$ cat config.mk
export PLATFORM = sky130hd
export DESIGN_NAME = adc_emulator
export DESIGN_NICKNAME = d
export VERILOG_FILES = /design/src/rtl/adc_emulator.sv
export SDC_FILE = /design/constraint.sdc
export NUM_CORES = 1
export LEC_CHECK = 0
export BUFFER_PORTS_ARGS = -buffer_cell sky130_fd_sc_hd__buf_2
export CAP_MARGIN = 10
export CORE_MARGIN = 4
export CORE_UTILIZATION = 60
export CTS_CLUSTER_SIZE = 24
export DETAILED_ROUTE_END_ITERATION = 7
export PLACE_DENSITY_LB_ADDON = 0.1
export REMOVE_ABC_BUFFERS = 1
export SLEW_MARGIN = 20
export SYNTH_ARGS = -nofsm -noshare
export SYNTH_HDL_FRONTEND = slang
export SYNTH_SLANG_ARGS = --single-unit
$ cat constraint.sdc
create_clock -name clk17_in -period 5.57 [get_ports clk17_in]
set_input_delay 0.2785 -clock clk17_in [delete_from_list [all_inputs] [get_ports clk17_in]]
set_output_delay 0.2785 -clock clk17_in [all_outputs]
set_load 0.005 [all_outputs]
$ cat src/rtl/adc_emulator.sv
// Device side of the 8-channel simultaneous-sampling ADC serial link: convst/busy conversion timing plus two MSB-first data lines.
// Optional build macro ADC_EMU_RAMP_EN replaces the sampled inputs with per-channel ramp counters.
module adc_emulator #(
    parameter int W_DATA      = 18,
    parameter int N_CHAN      = 8,
    parameter int CONV_CYCLES = 64
) (
    input  logic                     clk17_in,
    input  logic                     n_reset_in,
    input  logic [N_CHAN*W_DATA-1:0] chan_data_in,
    input  logic [2:0]               adc_os_in,
    input  logic                     adc_convst_in,
    input  logic                     adc_n_cs_in,
    input  logic                     overrun_clr_in,
    output logic                     adc_busy_out,
    output logic                     adc_data_a_out,
    output logic                     adc_data_b_out,
    output logic                     overrun_out,
    output logic                     frame_done_out
);

    localparam int TX_LEN = W_DATA * N_CHAN / 2;
    localparam int CNT_W  = $clog2((CONV_CYCLES << 6) + 1);
    localparam int BIT_W  = $clog2(TX_LEN);
    localparam int VEC_W  = N_CHAN * W_DATA;

    typedef enum logic {S_IDLE, S_CONV} state_t;

    state_t             state_q, state_d;
    logic [CNT_W-1:0]   cnt_q, cnt_d;
    logic [CNT_W-1:0]   conv_len;
    logic [2:0]         os_eff;
    logic               convst_q, n_cs_q;
    logic               convst_rise, frame_start;
    logic               load_hold, finish, overrun_set;
    logic [VEC_W-1:0]   sample, hold_q, result_q;
    logic [TX_LEN-1:0]  sh_a_q, sh_b_q;
    logic [BIT_W-1:0]   bit_cnt_q;

    // Link protocol: convst is edge-triggered (0 then 1 across two edges starts a conversion);
    // n_cs is level-framed (1 then 0 loads a frame, each further low edge shifts, high aborts).
    assign convst_rise = adc_convst_in & ~convst_q;
    assign frame_start = ~adc_n_cs_in & n_cs_q;
    assign os_eff      = (adc_os_in > 3'd6) ? 3'd6 : adc_os_in;
    assign conv_len    = CNT_W'(CONV_CYCLES) << os_eff;
    assign overrun_set = convst_rise && (state_q == S_CONV) && (cnt_q != '0);

`ifdef ADC_EMU_RAMP_EN
    logic [W_DATA-1:0] ramp_q [N_CHAN];
    logic              ramp_unused;

    assign ramp_unused = ^chan_data_in;

    always_ff @(posedge clk17_in or negedge n_reset_in) begin
        if (!n_reset_in) begin
            for (int c = 0; c < N_CHAN; c++) ramp_q[c] <= W_DATA'(c * 1000);
        end else if (load_hold) begin
            for (int c = 0; c < N_CHAN; c++) ramp_q[c] <= ramp_q[c] + W_DATA'(1);
        end
    end

    always_comb begin
        sample = '0;
        for (int c = 0; c < N_CHAN; c++) sample[(N_CHAN-1-c)*W_DATA +: W_DATA] = ramp_q[c];
    end
`else
    assign sample = chan_data_in;
`endif

    always_comb begin
        state_d   = state_q;
        cnt_d     = cnt_q;
        load_hold = 1'b0;
        finish    = 1'b0;
        case (state_q)
            S_IDLE: begin
                if (convst_rise) begin
                    state_d   = S_CONV;
                    cnt_d     = conv_len - CNT_W'(1);
                    load_hold = 1'b1;
                end
            end
            S_CONV: begin
                if (cnt_q == '0) begin
                    finish = 1'b1;
                    // A start landing on the final count chains straight into the next conversion.
                    if (convst_rise) begin
                        cnt_d     = conv_len - CNT_W'(1);
                        load_hold = 1'b1;
                    end else begin
                        state_d = S_IDLE;
                    end
                end else begin
                    cnt_d = cnt_q - CNT_W'(1);
                end
            end
            default: state_d = S_IDLE;
        endcase
    end

    always_ff @(posedge clk17_in or negedge n_reset_in) begin
        if (!n_reset_in) begin
            state_q      <= S_IDLE;
            cnt_q        <= '0;
            convst_q     <= 1'b0;
            n_cs_q       <= 1'b0;
            hold_q       <= '0;
            result_q     <= '0;
            adc_busy_out <= 1'b0;
            overrun_out  <= 1'b0;
        end else begin
            state_q      <= state_d;
            cnt_q        <= cnt_d;
            convst_q     <= adc_convst_in;
            n_cs_q       <= adc_n_cs_in;
            adc_busy_out <= (state_q == S_CONV);
            if (load_hold) hold_q <= sample;
            if (finish) result_q <= hold_q;
            if (overrun_set) overrun_out <= 1'b1;
            else if (overrun_clr_in) overrun_out <= 1'b0;
        end
    end

    always_ff @(posedge clk17_in or negedge n_reset_in) begin
        if (!n_reset_in) begin
            sh_a_q         <= '0;
            sh_b_q         <= '0;
            bit_cnt_q      <= '0;
            frame_done_out <= 1'b0;
        end else if (adc_n_cs_in) begin
            sh_a_q         <= '0;
            sh_b_q         <= '0;
            bit_cnt_q      <= '0;
            frame_done_out <= 1'b0;
        end else if (frame_start) begin
            sh_a_q         <= result_q[VEC_W-1 -: TX_LEN];
            sh_b_q         <= result_q[TX_LEN-1:0];
            bit_cnt_q      <= '0;
            frame_done_out <= 1'b0;
        end else begin
            sh_a_q         <= {sh_a_q[TX_LEN-2:0], 1'b0};
            sh_b_q         <= {sh_b_q[TX_LEN-2:0], 1'b0};
            // Saturate so an over-long frame keeps clocking zeros without a second done pulse.
            if (bit_cnt_q != BIT_W'(TX_LEN - 1)) bit_cnt_q <= bit_cnt_q + BIT_W'(1);
            frame_done_out <= (bit_cnt_q == BIT_W'(TX_LEN - 2));
        end
    end

    assign adc_data_a_out = sh_a_q[TX_LEN-1];
    assign adc_data_b_out = sh_b_q[TX_LEN-1];

endmodule

==> results of run 1 <==
## stage by stage
| stage | setup TNS, ns | worst slack, ns | total power [mW] | util [%] |
|---|---|---|---|---|
| finish | 0 | 2.36 | 7.21 | 75.0 |
| global placement | 0 | 2.58 | 4.20 | 65.0 |
| floorplan | -459.15 | -1.86 | 4.00 | - |
| detailed placement | 0 | 2.41 | 4.23 | 65.0 |
| CTS | 0 | 2.38 | 7.27 | 75.0 |
| global route | 0 | 2.17 | 7.51 | 75.0 |
## layout make-up
| cell class | instances | area share [%] |
|---|---|---|
| multi-input cells | 971 | 27.3 |
| clock inverters | 7 | 0.391 |
| clock buffers | 70 | 6.25 |
| inverters | 7 | 0.121 |
| flip-flops and latches | 458 | 52.7 |
| well taps | 384 | 2.21 |
| repair buffers | 316 | 11.1 |
## worst register-to-register path: stages (launching register included)
cell and delay (ns):
dfrtp_1 0.42, inv_1 0.09, ha_1 0.16, or4b_1 0.57, o41ai_4 0.41, buf_4 0.46, buf_4 0.73, nand2_1 0.20
nand2_1 0.10
## sequential cells by signal, indices dropped and copies added (netlist names), 7 cells and up
signal,cells
bit_cnt_q,7
hold_q,144
result_q,144
sh_b_q,72
sh_a_q,72
cnt_q,13
## worst max-delay path by stage
stage | from | to | slack [ns] | cells past startpoint
after floorplan | cnt_q[0] | cnt_q[7] | -1.86 | 6
after global placement | cnt_q[0] | hold_q[27] | 2.58 | 8
after detailed placement | cnt_q[0] | hold_q[65] | 2.41 | 8
after CTS | cnt_q[0] | hold_q[26] | 2.38 | 8
after global routing | cnt_q[0] | hold_q[26] | 2.17 | 8
final | cnt_q[0] | hold_q[48] | 2.36 | 8
## timing repair
action,4_1_cts,5_1_grt
hold buffers,146,1
hold endpoints to repair,251,1
resized for setup,0,0
## report_power, final
part	switching [mW]	total [mW]	internal (mW)
sequential	0.164	3.72	3.55
clock	1.19	2.95	1.76
combinational	0.284	0.540	0.256
total	1.64	7.21	5.57
## per-layer routing
layer	track usage [%]	share of wire, %
met4	4.93	1.5
met5	0	0
met3	3.17	3.9
met2	37.9	50
met1	30.2	45
## kinds of logic (layout without fill, tap and decap cells)
logic type,after synthesis,in the layout,share of synthesized area [%]
compound gates,39,39,1.56
xor+xnor,3,3,0.147
fa+ha+maj,4,4,0.281
buf+inv,92,400,2.50
flops,458,458,64.3
mux,288,288,17.2
simple gates,637,637,14.1
## placed cells by master (no fill, tap or decap), types with 11 or more instances in the layout
cell type / instances
buf_2: 154
clkbuf_1: 11
clkbuf_16: 45
clkbuf_8: 14
dfrtp_1: 457
dlygate4sd3_1: 147
mux2_1: 64
mux2_2: 80
mux2i_1: 144
nand2_1: 436
nor2_1: 156
==> results.md, run 1 <==
- VDD IR-drop max: 0.000291 V
- Hold slack: 0.129 ns
- Post-Syn Instances: 1,521
- Grt ovf: 0
- Final HPWL DP: 19,000 um
- Largest net degree at the start of global routing: 168
- Longest Clk Path Bufs: 3
- Clock slew at reported path FFs: 0.06 ns
- Most frequent cell after synthesis: dfrtp_1
- H-tree Lvls: 2
- DR pass1 iterations: 5
- TritonCTS clock tree: yes
- Async set or reset register ratio after synthesis: 100%
- Die ar.: 0.0325 mm2
- Setup Fix Bufs, Post-CTS: 0
- Die Width: 180 um
- Hold path depth: 3
- GP Congestion: 0.836
- RSZ-0062 raised after global routing: false
- Dpl cells: 1,989
- Vias in the first global route: 12,500
- CTS Sinks: 458
- CP max FO: 68
- Leakage power: 11.6 nW
- Data arrival time of the worst path: 3.67 ns
- Hold Crit Class: input pin to flip-flop
- First-pass GRT wire length: 60,300 um
- CP Capture Type: flip-flop
- Top cells by area, synth: dfrtp_1, nand2_1, mux2i_1
- Tmin final: 3.21 ns
- IO Pins: 157
- Residual DRC: 0
- Finished Layout Cells: 2,213
- Tightest Pin Transition: 1.08 ns
- 1st-iter DRT viols: 821
- CTS buffer count: 45
- Hold EP: cnt_q[6]
- Final Hold Viols: 0
- Post-synth top area share: 64.3%
- Final Setup Violations: 0
- Slew Limit Fails: 0
- Flip-flop and latch count after synthesis: 458
- DRT Wirelength: 35,700 um
- R2R Path Start: cnt_q[0]
- Clock skew: 0.0112 ns
- Via count: 11,600
- Avg WL per Cell: 16.1 um
- Routed Antenna Nets: 0
- Part of the Yosys area used for sequential elements: 64.3%
- Fmax: 311 MHz
- Syn. warnings: 0
- Max-Cap Viols: 0
- EDFF count, synth: 0
- Skew-Pair Late Insertion Delay: 0.53 ns
- Core area: 0.0290 mm2
- Reg2Reg Depth: 8
- Die Y: 180 um
- CTS Root Cell: clkbuf_16
- Vias/cell: 5.25
- Share of cells above drive strength 1: 17.7%
- Diodes inserted: 0
- Area of the multi-input gates: 0.00594 mm2
- Post-synth top cells: dfrtp_1, nand2_1, nor2_1
- Pwr/cell area: 331 mW/mm2
- Critical path's top delay family: buffers and inverters
- Post-synthesis cell area: 0.0178 mm2
- Fill cells: 1,925
- Largest area contributor in the netlist: dfrtp_1
- CP Data Required Time: 6.03 ns
- Syn Area/Cell: 11.7 um2
- Critical Path Start Type: flip-flop
- DP Area: 0.0189 mm2
- Synth Flop Type: dfrtp_1
- R2R setup slack: 2.36 ns
- Starting Density: 61.5%
- CP Class: flip-flop to flip-flop
- Slew headroom: 28.3%
- Critical path, cell by cell: inv_1 > ha_1 > or4b_1 > o41ai_4 > buf_4 > buf_4 > nand2_1 > nand2_1
- Min-delay src: adc_os_in[0]
- Storage cell area: 0.0115 mm2
- Total track usage: 22.0%
- Post-route cell area: 0.0218 mm2
- Status: finished clean
- Slowest-stage cell, CP: buf_4
- Initial antenna violation count: 0
- Area Growth Syn to Fin: 22.1%
- Distinct cells, synth: 53
- Period utilization: 57.7%
- CP bufs+invs: 3
- Row count: 62
- CP max stage delay: 0.72 ns
- PortBufs: 156
- Final net count: 1,955
- Worst reg2reg endpoint: hold_q[48]
Note: power is estimated with default switching activity, not from simulation.
==> inputs of run 2 (changes only) <==
- CORE_UTILIZATION: 60 -> 53
- clock period: 5.57 -> 2.7 ns (I/O delays scaled with it)
==> results.md, run 2 (synthesis results as in run 1) <==
- Via count: 11,600 (-0.46%)
- Vias in the first global route: 12,400 (-0.42%)
- Status: finished clean
- Period utilization: 92.3% (+35 points)
- Hold Crit Class: input pin to flip-flop
- Biggest regs: hold_q (144), result_q (144)
- Initial antenna violation count: 0 (unchanged)
- DP Area: 0.0192 mm2 (+1.6%)
- Switching share of power: 22.9% (+0.17 points)
- Diodes inserted: 0 (unchanged)
- Die Width: 191 um (+6.1%)
- DRT Wirelength: 36,000 um (+0.94%)
- Sequential power share: 50.5% (-1.1 points)
- Share of cells above drive strength 1: 18.8% (+1.1 points)
- Final Hold Viols: 0 (unchanged)
- Starting Density: 54.3% (-7.2 points)
- Hold slack: 0.117 ns (-0.0122 ns)
- VDD IR-drop max: 0.000457 V (+57%)
- Int Pwr: 11.7 mW (+110%)
- Area Growth Syn to Fin: 24.5%
- Comb power frac: 7.5% (about the same)
- GP Congestion: 0.781 (-6.5%)
- Longest Clk Path Bufs: 3 (unchanged)
- Data arrival time of the worst path: 2.90 ns (-0.77 ns)
- Share of total power in the clock network: 41.9% (+1.0 points)
- Tightest Pin Transition: 0.965 ns (-0.111 ns)
- CP Class: flip-flop to flip-flop
- CP Data Required Time: 3.11 ns (-2.92 ns)
- Most common cell after layout, fill and taps aside: dfrtp_1
- Core area: 0.0329 mm2 (+13%)
- Die ar.: 0.0366 mm2 (+13%)
- Row count: 66 (+6.5%)
- Grt ovf: 0 (unchanged)
- Skew-Pair Late Insertion Delay: 0.54 ns (about the same)
- Slew Limit Fails: 0 (unchanged)
- TritonCTS clock tree: yes
- Final net count: 1,979 (+1.2%)
- Slowest-stage cell, CP: mux2_1
- Routed Antenna Nets: 0 (unchanged)
- Clock skew: 0.0157 ns (+0.00448 ns)
- Total track usage: 20.3% (-1.7 points)
- First-pass GRT wire length: 61,000 um (+1.2%)
- Fill cells: 2,555 (+33%)
- CTS buffer count: 46 (+2.2%)
- CTS Sinks: 458 (unchanged)
- Critical Path Start Type: flip-flop
- Fmax: 401 MHz (+29%)
- 1st-iter DRT viols: 577 (-30%)
- Final WS setup: 0.209 ns (-2.15 ns)
- Largest net degree at the start of global routing: 126 (-25%)
- H-tree Lvls: 2 (unchanged)
- CP bufs+invs: 3 (unchanged)
- Slew headroom: 35.7% (+7.4 points)
- Vias/cell: 5.03 (-4.2%)
- Max-Cap Viols: 0 (unchanged)
- Setup Fix Bufs, Post-CTS: 0 (unchanged)
- Leakage power: 11.8 nW (+1.7%)
- RSZ-0062 raised after global routing: false
- Critical path's top delay family: buffers and inverters
- DR pass1 iterations: 5 (unchanged)
- NetSw: 3.48 mW (+110%)
- CTS Root Cell: clkbuf_16
- Final Setup Violations: 0 (unchanged)
- Post-route cell area: 0.0222 mm2 (+2.0%)
- Residual DRC: 0 (unchanged)
- Tmin final: 2.49 ns (-0.722 ns)
- Die Y: 191 um (+6.1%)
- CP max FO: 125 (+84%)
- # resized after CTS: 0 (unchanged)
- Worst slack, placed: 0.233 ns (-2.18 ns)
- CP max stage delay: 0.52 ns (-0.20 ns)
- Final HPWL DP: 20,200 um (+6.7%)
- CP Capture Type: flip-flop
- Clock slew at reported path FFs: 0.06 ns (about the same)
- Hold_buf cts: 152 (+4.1%)
- Pwr/cell area: 682 mW/mm2 (+110%)
- Most frequent cells in the layout: dfrtp_1, nand2_1, nor2_1, buf_2, dlygate4sd3_1
- Critical path, cell by cell: inv_1 > ha_1 > nor4b_1 > buf_4 > nand4_1 > buf_12 > mux2_1
- Avg WL per Cell: 15.7 um (-2.9%)
- PortBufs: 156 (unchanged)
- IO Pins: 157 (unchanged)
[run 2: changes by cell type in the layout (fill, tap and decap cells not counted)]
cell / before / now
buf_12: 4 / 12
buf_4: 10 / 20
clkinv_2: 5 / 12
clkbuf_1: 11 / 9
clkbuf_8: 14 / 11
clkbuf_16: 45 / 49
dlygate4sd3_1: 147 / 152
[run 2: layout make-up]
| cell class | count | area, um2 | share of cell area (%) |
|---|---|---|---|
| Sequential cell | 458 | 11500 | 51.6 |
| Multi-Input combinational cell | 971 | 5940 | 26.7 |
| Timing Repair Buffer | 339 | 2700 | 12.1 |
| Clock buffer | 69 | 1410 | 6.35 |
| Tap cell | 442 | 553 | 2.49 |
| Clock inverter | 14 | 120 | 0.541 |
| Inverter | 7 | 26.3 | 0.118 |
[run 2: final timing paths]
path	start	to	slack (ns)	depth (start not counted)
min	adc_n_cs_in	sh_a_q[56]	0.12	2
min in group asynchronous	n_reset_in	hold_q[128]	0.20	2
max reg2reg	cnt_q[0]	result_q[107]	0.21	7
min reg2reg	hold_q[102]	hold_q[102]	0.47	2
max	cnt_q[0]	result_q[107]	0.21	7
max in group asynchronous	n_reset_in	sh_b_q[50]	1.53	3
[run 2: metal layers]
| layer | up-vias | part of all wire (%) | global-route usage, % |
|---|---|---|---|
| li1 | 5584 | - | - |
| met1 | 5747 | 46 | 28.0 |
| met2 | 182 | 48 | 34.7 |
| met3 | 53 | 3.6 | 2.81 |
| met4 | 0 | 1.9 | 4.50 |
| met5 | - | 0 | 0 |
[run 2: worst register-to-register path, stage by stage, from the launching register on]
cell and delay, ns:
dfrtp_1 0.41, inv_1 0.09, ha_1 0.15, nor4b_1 0.25, buf_4 0.19, nand4_1 0.18
buf_12 0.29, mux2_1 0.81
[run 2: metrics by stage]
step | std cells | util, % | power [mW] | TNS, ns
floorplan | 1436 | - | 8.26 | -1655.17
global placement | 2065 | 58.3 | 8.72 | 0
detailed placement | 2065 | 58.3 | 8.76 | 0
CTS | 2300 | 67.6 | 15.3 | 0
global route | 2300 | 67.6 | 15.9 | 0
finish | 2300 | 67.6 | 15.2 | 0
[run 2: power groups by stage]
stage          Combinational, mW  Clock [mW]  Sequential [mW]
6_report                    1.14        6.35             7.66
5_1_grt                     1.32        6.83             7.72
4_1_cts                     1.16        6.51             7.66
3_5_place_dp               0.990           0             7.77
3_3_place_gp               0.957           0             7.76
2_1_floorplan              0.554           0             7.70
